==> config.mk <==
export PLATFORM = sky130hd
export DESIGN_NAME = mem_port_arbiter
export DESIGN_NICKNAME = d
export VERILOG_FILES = /design/src/rtl/mem_arb_pkg.sv /design/src/rtl/mem_port_arbiter_arb_select.sv /design/src/rtl/mem_port_arbiter.sv
export SDC_FILE = /design/constraint.sdc
export NUM_CORES = 1
export LEC_CHECK = 0
export ABC_AREA = 1
export CELL_PAD_IN_SITES_DETAIL_PLACEMENT = 0
export CELL_PAD_IN_SITES_GLOBAL_PLACEMENT = 1
export CORE_ASPECT_RATIO = 0.8
export CORE_UTILIZATION = 28
export CTS_CLUSTER_SIZE = 12
export DETAILED_ROUTE_END_ITERATION = 12
export GPL_ROUTABILITY_DRIVEN = 0
export PLACE_DENSITY_LB_ADDON = 0.15
export SLEW_MARGIN = 0
export SYNTH_ARGS = -nofsm -noshare
export SYNTH_HDL_FRONTEND = slang
export SYNTH_HIERARCHICAL = 1
export SYNTH_SLANG_ARGS = --single-unit
==> constraint.sdc <==
create_clock -name clk -period 1.8 [get_ports clk]
set_clock_uncertainty 0.1 [all_clocks]
set_input_delay 0.36 -clock clk [delete_from_list [all_inputs] [get_ports clk]]
set_output_delay 0.36 -clock clk [all_outputs]
set_load 0.005 [all_outputs]
==> src/rtl/mem_arb_pkg.sv <==
// ============================================================================
// mem_arb_pkg -- shared types and default sizes for mem_port_arbiter | rev 1.0
// ============================================================================
`default_nettype none

package mem_arb_pkg;

   localparam int DEF_ADDR_W      = 16;
   localparam int DEF_DATA_W      = 16;
   localparam int DEF_D_BURST_MAX = 4;
   localparam int DEF_CNT_W       = 3;

   typedef enum logic [1:0] {
      IDLE  = 2'd0,
      ISSUE = 2'd1,
      WAIT  = 2'd2,
      DONE  = 2'd3
   } state_t;

   typedef enum logic [1:0] {
      OWN_NONE = 2'd0,
      OWN_I    = 2'd1,
      OWN_D    = 2'd2
   } owner_t;

endpackage

`default_nettype wire

==> src/rtl/mem_port_arbiter_arb_select.sv <==
// ============================================================================
// arb_select -- data-priority winner choice with fetch starvation bound | rev 1.0
// ============================================================================
`default_nettype none

module arb_select
   import mem_arb_pkg::*;
#(
   parameter int D_BURST_MAX = DEF_D_BURST_MAX,
   parameter int CNT_W       = DEF_CNT_W
) (
   input  logic   clk,
   input  logic   rst,
   input  logic   i_req,
   input  logic   d_req,
   input  logic   arb,
   output owner_t winner
);

   localparam logic [CNT_W-1:0] CNT_MAX = CNT_W'(D_BURST_MAX);

   logic [CNT_W-1:0] count;
   logic             fetch_due;

   assign fetch_due = i_req && (count == CNT_MAX);

   always_comb begin
      winner = OWN_NONE;
      if (d_req && !fetch_due) begin
         winner = OWN_D;
      end else if (i_req) begin
         winner = OWN_I;
      end
   end

   // Counts data grants that overtook a waiting fetch; any fetch grant or idle fetch side clears it.
   always_ff @(posedge clk or negedge rst) begin
      if (!rst) begin
         count <= '0;
      end else if (arb) begin
         if (!i_req || (winner == OWN_I)) begin
            count <= '0;
         end else if (count != CNT_MAX) begin
            count <= count + 1'b1;
         end
      end
   end

endmodule

`default_nettype wire

==> src/rtl/mem_port_arbiter.sv <==
// ============================================================================
// mem_port_arbiter -- shares one memory port between fetch and data misses | rev 1.0
// ============================================================================
`default_nettype none

module mem_port_arbiter
   import mem_arb_pkg::*;
#(
   parameter int ADDR_W      = DEF_ADDR_W,
   parameter int DATA_W      = DEF_DATA_W,
   parameter int D_BURST_MAX = DEF_D_BURST_MAX,
   parameter int CNT_W       = DEF_CNT_W
) (
   input  logic              clk,
   input  logic              rst,
   input  logic              i_req,
   input  logic [ADDR_W-1:0] i_addr,
   output logic              i_gnt,
   output logic              i_done,
   output logic [DATA_W-1:0] i_rdata,
   input  logic              d_req,
   input  logic              d_wr,
   input  logic [ADDR_W-1:0] d_addr,
   input  logic [DATA_W-1:0] d_wdata,
   output logic              d_gnt,
   output logic              d_done,
   output logic [DATA_W-1:0] d_rdata,
   output logic              mem_en,
   output logic              mem_wr,
   output logic [ADDR_W-1:0] mem_addr,
   output logic [DATA_W-1:0] mem_wdata,
   input  logic              mem_busy,
   input  logic              mem_done,
   input  logic [DATA_W-1:0] mem_rdata,
   output logic              err
);

   state_t state, next_state;
   owner_t owner, winner;
   logic   arb;
   logic   owner_req;
   logic   proto_err;

   assign arb = (state == IDLE) && (i_req || d_req);

   arb_select #(
      .D_BURST_MAX (D_BURST_MAX),
      .CNT_W       (CNT_W)
   ) u_sel (
      .clk    (clk),
      .rst    (rst),
      .i_req  (i_req),
      .d_req  (d_req),
      .arb    (arb),
      .winner (winner)
   );

   always_ff @(posedge clk or negedge rst) begin
      if (!rst) begin
         state <= IDLE;
      end else begin
         state <= next_state;
      end
   end

   always_comb begin
      next_state = state;
      case (state)
         IDLE:    if (i_req || d_req) next_state = ISSUE;
         ISSUE:   if (!mem_busy)      next_state = WAIT;
         WAIT:    if (mem_done)       next_state = DONE;
         DONE:    next_state = IDLE;
         default: next_state = IDLE;
      endcase
   end

   assign owner_req = (owner == OWN_I) ? i_req :
                      (owner == OWN_D) ? d_req : 1'b1;

   // A fetch reading the very word a simultaneous store targets is flagged but still arbitrated.
   assign proto_err = (mem_done && (state != WAIT))
                   || (((state == ISSUE) || (state == WAIT)) && !owner_req)
                   || (i_req && d_req && d_wr && (i_addr == d_addr));

   always_ff @(posedge clk or negedge rst) begin
      if (!rst) begin
         owner     <= OWN_NONE;
         i_gnt     <= 1'b0;
         i_done    <= 1'b0;
         i_rdata   <= '0;
         d_gnt     <= 1'b0;
         d_done    <= 1'b0;
         d_rdata   <= '0;
         mem_en    <= 1'b0;
         mem_wr    <= 1'b0;
         mem_addr  <= '0;
         mem_wdata <= '0;
         err       <= 1'b0;
      end else begin
         if (proto_err) begin
            err <= 1'b1;
         end
         case (state)
            IDLE: begin
               if (arb) begin
                  owner  <= winner;
                  mem_en <= 1'b1;
                  if (winner == OWN_D) begin
                     d_gnt     <= 1'b1;
                     mem_wr    <= d_wr;
                     mem_addr  <= d_addr;
                     mem_wdata <= d_wdata;
                  end else begin
                     i_gnt     <= 1'b1;
                     mem_wr    <= 1'b0;
                     mem_addr  <= i_addr;
                     mem_wdata <= '0;
                  end
               end
            end
            ISSUE: begin
               if (!mem_busy) begin
                  mem_en <= 1'b0;
               end
            end
            WAIT: begin
               if (mem_done) begin
                  if (owner == OWN_I) begin
                     i_done  <= 1'b1;
                     i_rdata <= mem_rdata;
                  end else begin
                     d_done <= 1'b1;
                     if (!mem_wr) begin
                        d_rdata <= mem_rdata;
                     end
                  end
               end
            end
            DONE: begin
               owner  <= OWN_NONE;
               i_gnt  <= 1'b0;
               i_done <= 1'b0;
               d_gnt  <= 1'b0;
               d_done <= 1'b0;
            end
            default: ;
         endcase
      end
   end

endmodule

`default_nettype wire
==> metrics.md <==
| Metric | Value |
|---|---|
| Dpl hpwl | `between 7000 and 8000 um` |
| FF-to-FF path depth | `9` |
| Critical path class | `reg2reg` |
| Grt total ovfl | `0` |
| Worst EP arrival | `1890 ps` |
| Netlist Area Pre-Place | `3640 sq um` |
| I/O pins | `142` |
| Nets | `~680` |
| Filler Cell Count | `around 1,200` |
| DR vias/cell | `~4.3` |
| Reg area | `slightly below 2000 sq um` |
| Worst EP required | `roughly 2000 ps` |
| # clock sinks | `78` |
| Multi-input logic area | `1430 sq um` |
| Vias in the first global route | `around 3,300` |
| Die area | `between 10,000 and 15,000 sq um` |
| CTS buffer count | `9` |
| Drt drc | `0` |
| Synth top area share | `53.6%` |
| Gr usage total | `between 10% and 20%` |
| Die height | `approximately 100 um` |
| Global-route wire length before repair | `around 17,000 um` |
| Post-DR wirelength/cell | `about 13 um` |
| Max-cap violations | `0` |
| Area contributors post-synth | `dfrtp_1 (54%), nand2_1 (15%), inv_1 (6.1%)` |
| Crit end category | `flop` |
| Fraction of layout cells with a size suffix above 1 | `between 10% and 20%` |
| Largest net degree at the start of global routing | `42` |
| Post-DP Area | `5460 sq um` |
| Worst-Margin Slew | `290 ps` |
| TritonCTS clock tree | `built` |
| CTS root buf | `clkbuf_16` |
| Count of cell types in the netlist | `27` |
| Commonest non-fill, non-tap cell in the layout | `nand2_1` |
| Initial antenna violation count | `0` |
| Peak supply drop | `roughly 0.58 mV` |
| Chip Width | `roughly 130 um` |
| Outcome | `finished clean` |
| Drt initial violations | `between 150 and 200` |
| Clk pin slew, worst setup/hold paths | `60 ps` |
| Highest clock rate | `0.579 GHz` |
| PnR worst setup slack | `~70 ps` |
| Seq/Total Area, Yosys | `roughly 54%` |
| WL final | `~10,000 um` |
| Post-route insts no fill | `between 700 and 800` |
| Top cell type by total area after synthesis | `dfrtp_1` |
| Commonest cells after routing, fill and taps aside | `nand2_1 (142), clkdlybuf4s50_1 (140), dfrtp_1 (78), inv_1 (55), o21ai_0 (43)` |
| Htree depth | `3` |
| Via count | `3,321` |
| Max clock buf depth | `2` |
| Syn_nets | `514` |
| Syn_area_per_cell | `roughly 8.3 sq um` |
| P_leak | `around 2.8 nW` |
| Synth Register Bits | `between 70 and 80` |
| Synth Area in Adders | `between 2 and 2.5%` |
| Setup Viol. Count Final | `0` |
| Worst r2r src | `state[0]$_DFFE_PN0P_` |
| Setup slack at placement | `-273 ps` |
| Largest fanout on the critical path | `8` |
| Complex-gate fraction of the synthesized area | `~11%` |
| Area growth syn-to-layout | `62.4%` |
| Mux share of post-synthesis cell area | `0%` |
| Placed cell count | `758` |
| Worst R2R End | `mem_addr[15]$_DFFE_PN0P_` |
| Final min period | `between 1500 and 2000 ps` |
| Post-Synth Simple-Gate Area | `23.9%` |
| Core Region | `approximately 12,000 sq um` |
| Post-route ant nets | `0` |
| Worst-Skew Late Latency | `about 340 ps` |
| XOR/XNOR Fraction of Synth Area | `0.963%` |
| Antenna Cells | `0` |
| Fin area | `5910 sq um` |
| Max Slew Vio Count | `0` |
| PD cells | `between 1000 and 1500 nW/um^2` |
| FF-to-FF setup slack | `70 ps` |
| Critical path launch point type | `flop` |
| Tcrit/Tclk final | `a little over nine tenths` |
| Num rows | `36` |
| Buffers on Ports | `approximately 140` |
| Synth Warn # | `6` |
| Max-slew headroom | `just over 80%` |
| DR pass1 iterations | `5` |
| Final Hold Viols | `0` |
| Worst Hold Class | `in2async` |
| Post-synthesis cell count | `around 440` |
| Fin Setup TNS | `0 ps` |
| Largest family of logic cells by synthesized area | `simple AND/OR/NAND/NOR gates` |
| Tot Pwr | `8.63 mW` |
| Initial Util | `around 29%` |
==> power breakdown <==
group | leakage (nW) | total [mW] | internal [mW] | switching (mW)
registers | 0.998 | 2.94 | 2.51 | 0.426
logic | 1.70 | 3.84 | 2.21 | 1.63
clock network | 0.152 | 1.85 | 1.14 | 0.705
==> state kept, by name, indices dropped and copies added, names as in the netlist <==
name,cells
d_rdata,16
i_rdata,16
mem_addr,16
mem_wdata,16
u_sel/count,3
owner,2
state,2
d_done,1
d_gnt,1
err,1
i_done,1
i_gnt,1
mem_en,1
mem_wr,1
==> through the flow <==
| step | util [%] | hold WS (ps) |
|---|---|---|
| floorplan | - | -35.6 |
| global placement | 43.9 | 143 |
| detailed placement | 43.9 | 145 |
| CTS | 46.4 | 321 |
| global route | 47.5 | 358 |
| finish | 47.5 | 335 |
==> how the worst max path moves through the flow <==
stage / from / end / slack (ps) / cells past startpoint
global placement: i_req / d_gnt$_DFFE_PN0P_ / -220 / 10
detailed placement: i_req / mem_addr[7]$_DFFE_PN0P_ / -270 / 9
finish: state[0]$_DFFE_PN0P_ / mem_addr[15]$_DFFE_PN0P_ / 70 / 9
floorplan: u_sel/count[0]$_DFFE_PN0P_ / mem_addr[3]$_DFFE_PN0P_ / 50 / 10
global route: state[0]$_DFFE_PN0P_ / mem_addr[7]$_DFFE_PN0P_ / -30 / 9
CTS: u_sel/count[0]$_DFFE_PN0P_ / mem_addr[2]$_DFFE_PN0P_ / 20 / 10
==> synthesized netlist by cell type <==
master / instances
buf_6: 1
o21ai_2: 1
o21ai_0: 44
clkbuf_1: 8
o22ai_1: 1
a21oi_4: 1
inv_4: 1
nand3_2: 1
dfrtp_1: 78
ha_1: 6
o211ai_1: 8
xnor2_1: 4
nand3_1: 34
buf_2: 6
a21boi_0: 1
or2_2: 1
inv_2: 2
inv_1: 59
a21oi_1: 4
o21ai_1: 2
nand2_1: 145
nand4_1: 1
nand2_2: 10
nor2_8: 1
o211ai_2: 4
nor2_1: 12
nor2_2: 1
==> cell families (layout without fill, tap and decap cells) <==
kind of cell | Yosys count | in the layout
buf+inv | 77 | 250
xor+xnor | 4 | 4
flops | 78 | 78
fa+ha+maj | 6 | 6
compound gates | 66 | 66
simple gates | 206 | 206
==> timing repair <==
action,4_1_cts,5_1_grt
setup endpoints to repair,34,34
buffers inserted,0,4
endpoints found under the hold margin,15,0
cloned,0,2
pin swaps,0,4
hold buffers,1,0
resized for setup,1,16
==> critical path: stages (launching register included) <==
cell	delay [ps]
dfrtp_1	400
inv_1	120
ha_2	210
inv_2	50
a21oi_4	220
inv_4	100
nor2_8	160
clkbuf_16	180
nand2_2	50
o211ai_2	50
==> routing by layer <==
metal	track usage [%]	wire, um
met1	20.7	4800
met2	24.8	4570
met3	6.02	697
met4	3.90	90
met5	0	0
==> area by class of cell <==
type | count | share of cell area, %
Timing Repair Buffer | 172 | 30.1
Inverter | 62 | 3.98
Clock buffer | 12 | 4.34
Sequential cell | 78 | 33.0
Clock inverter | 4 | 0.762
Tap cell | 171 | 3.62
Multi-Input combinational cell | 282 | 24.2
Note: power is estimated with default switching activity, not from simulation.
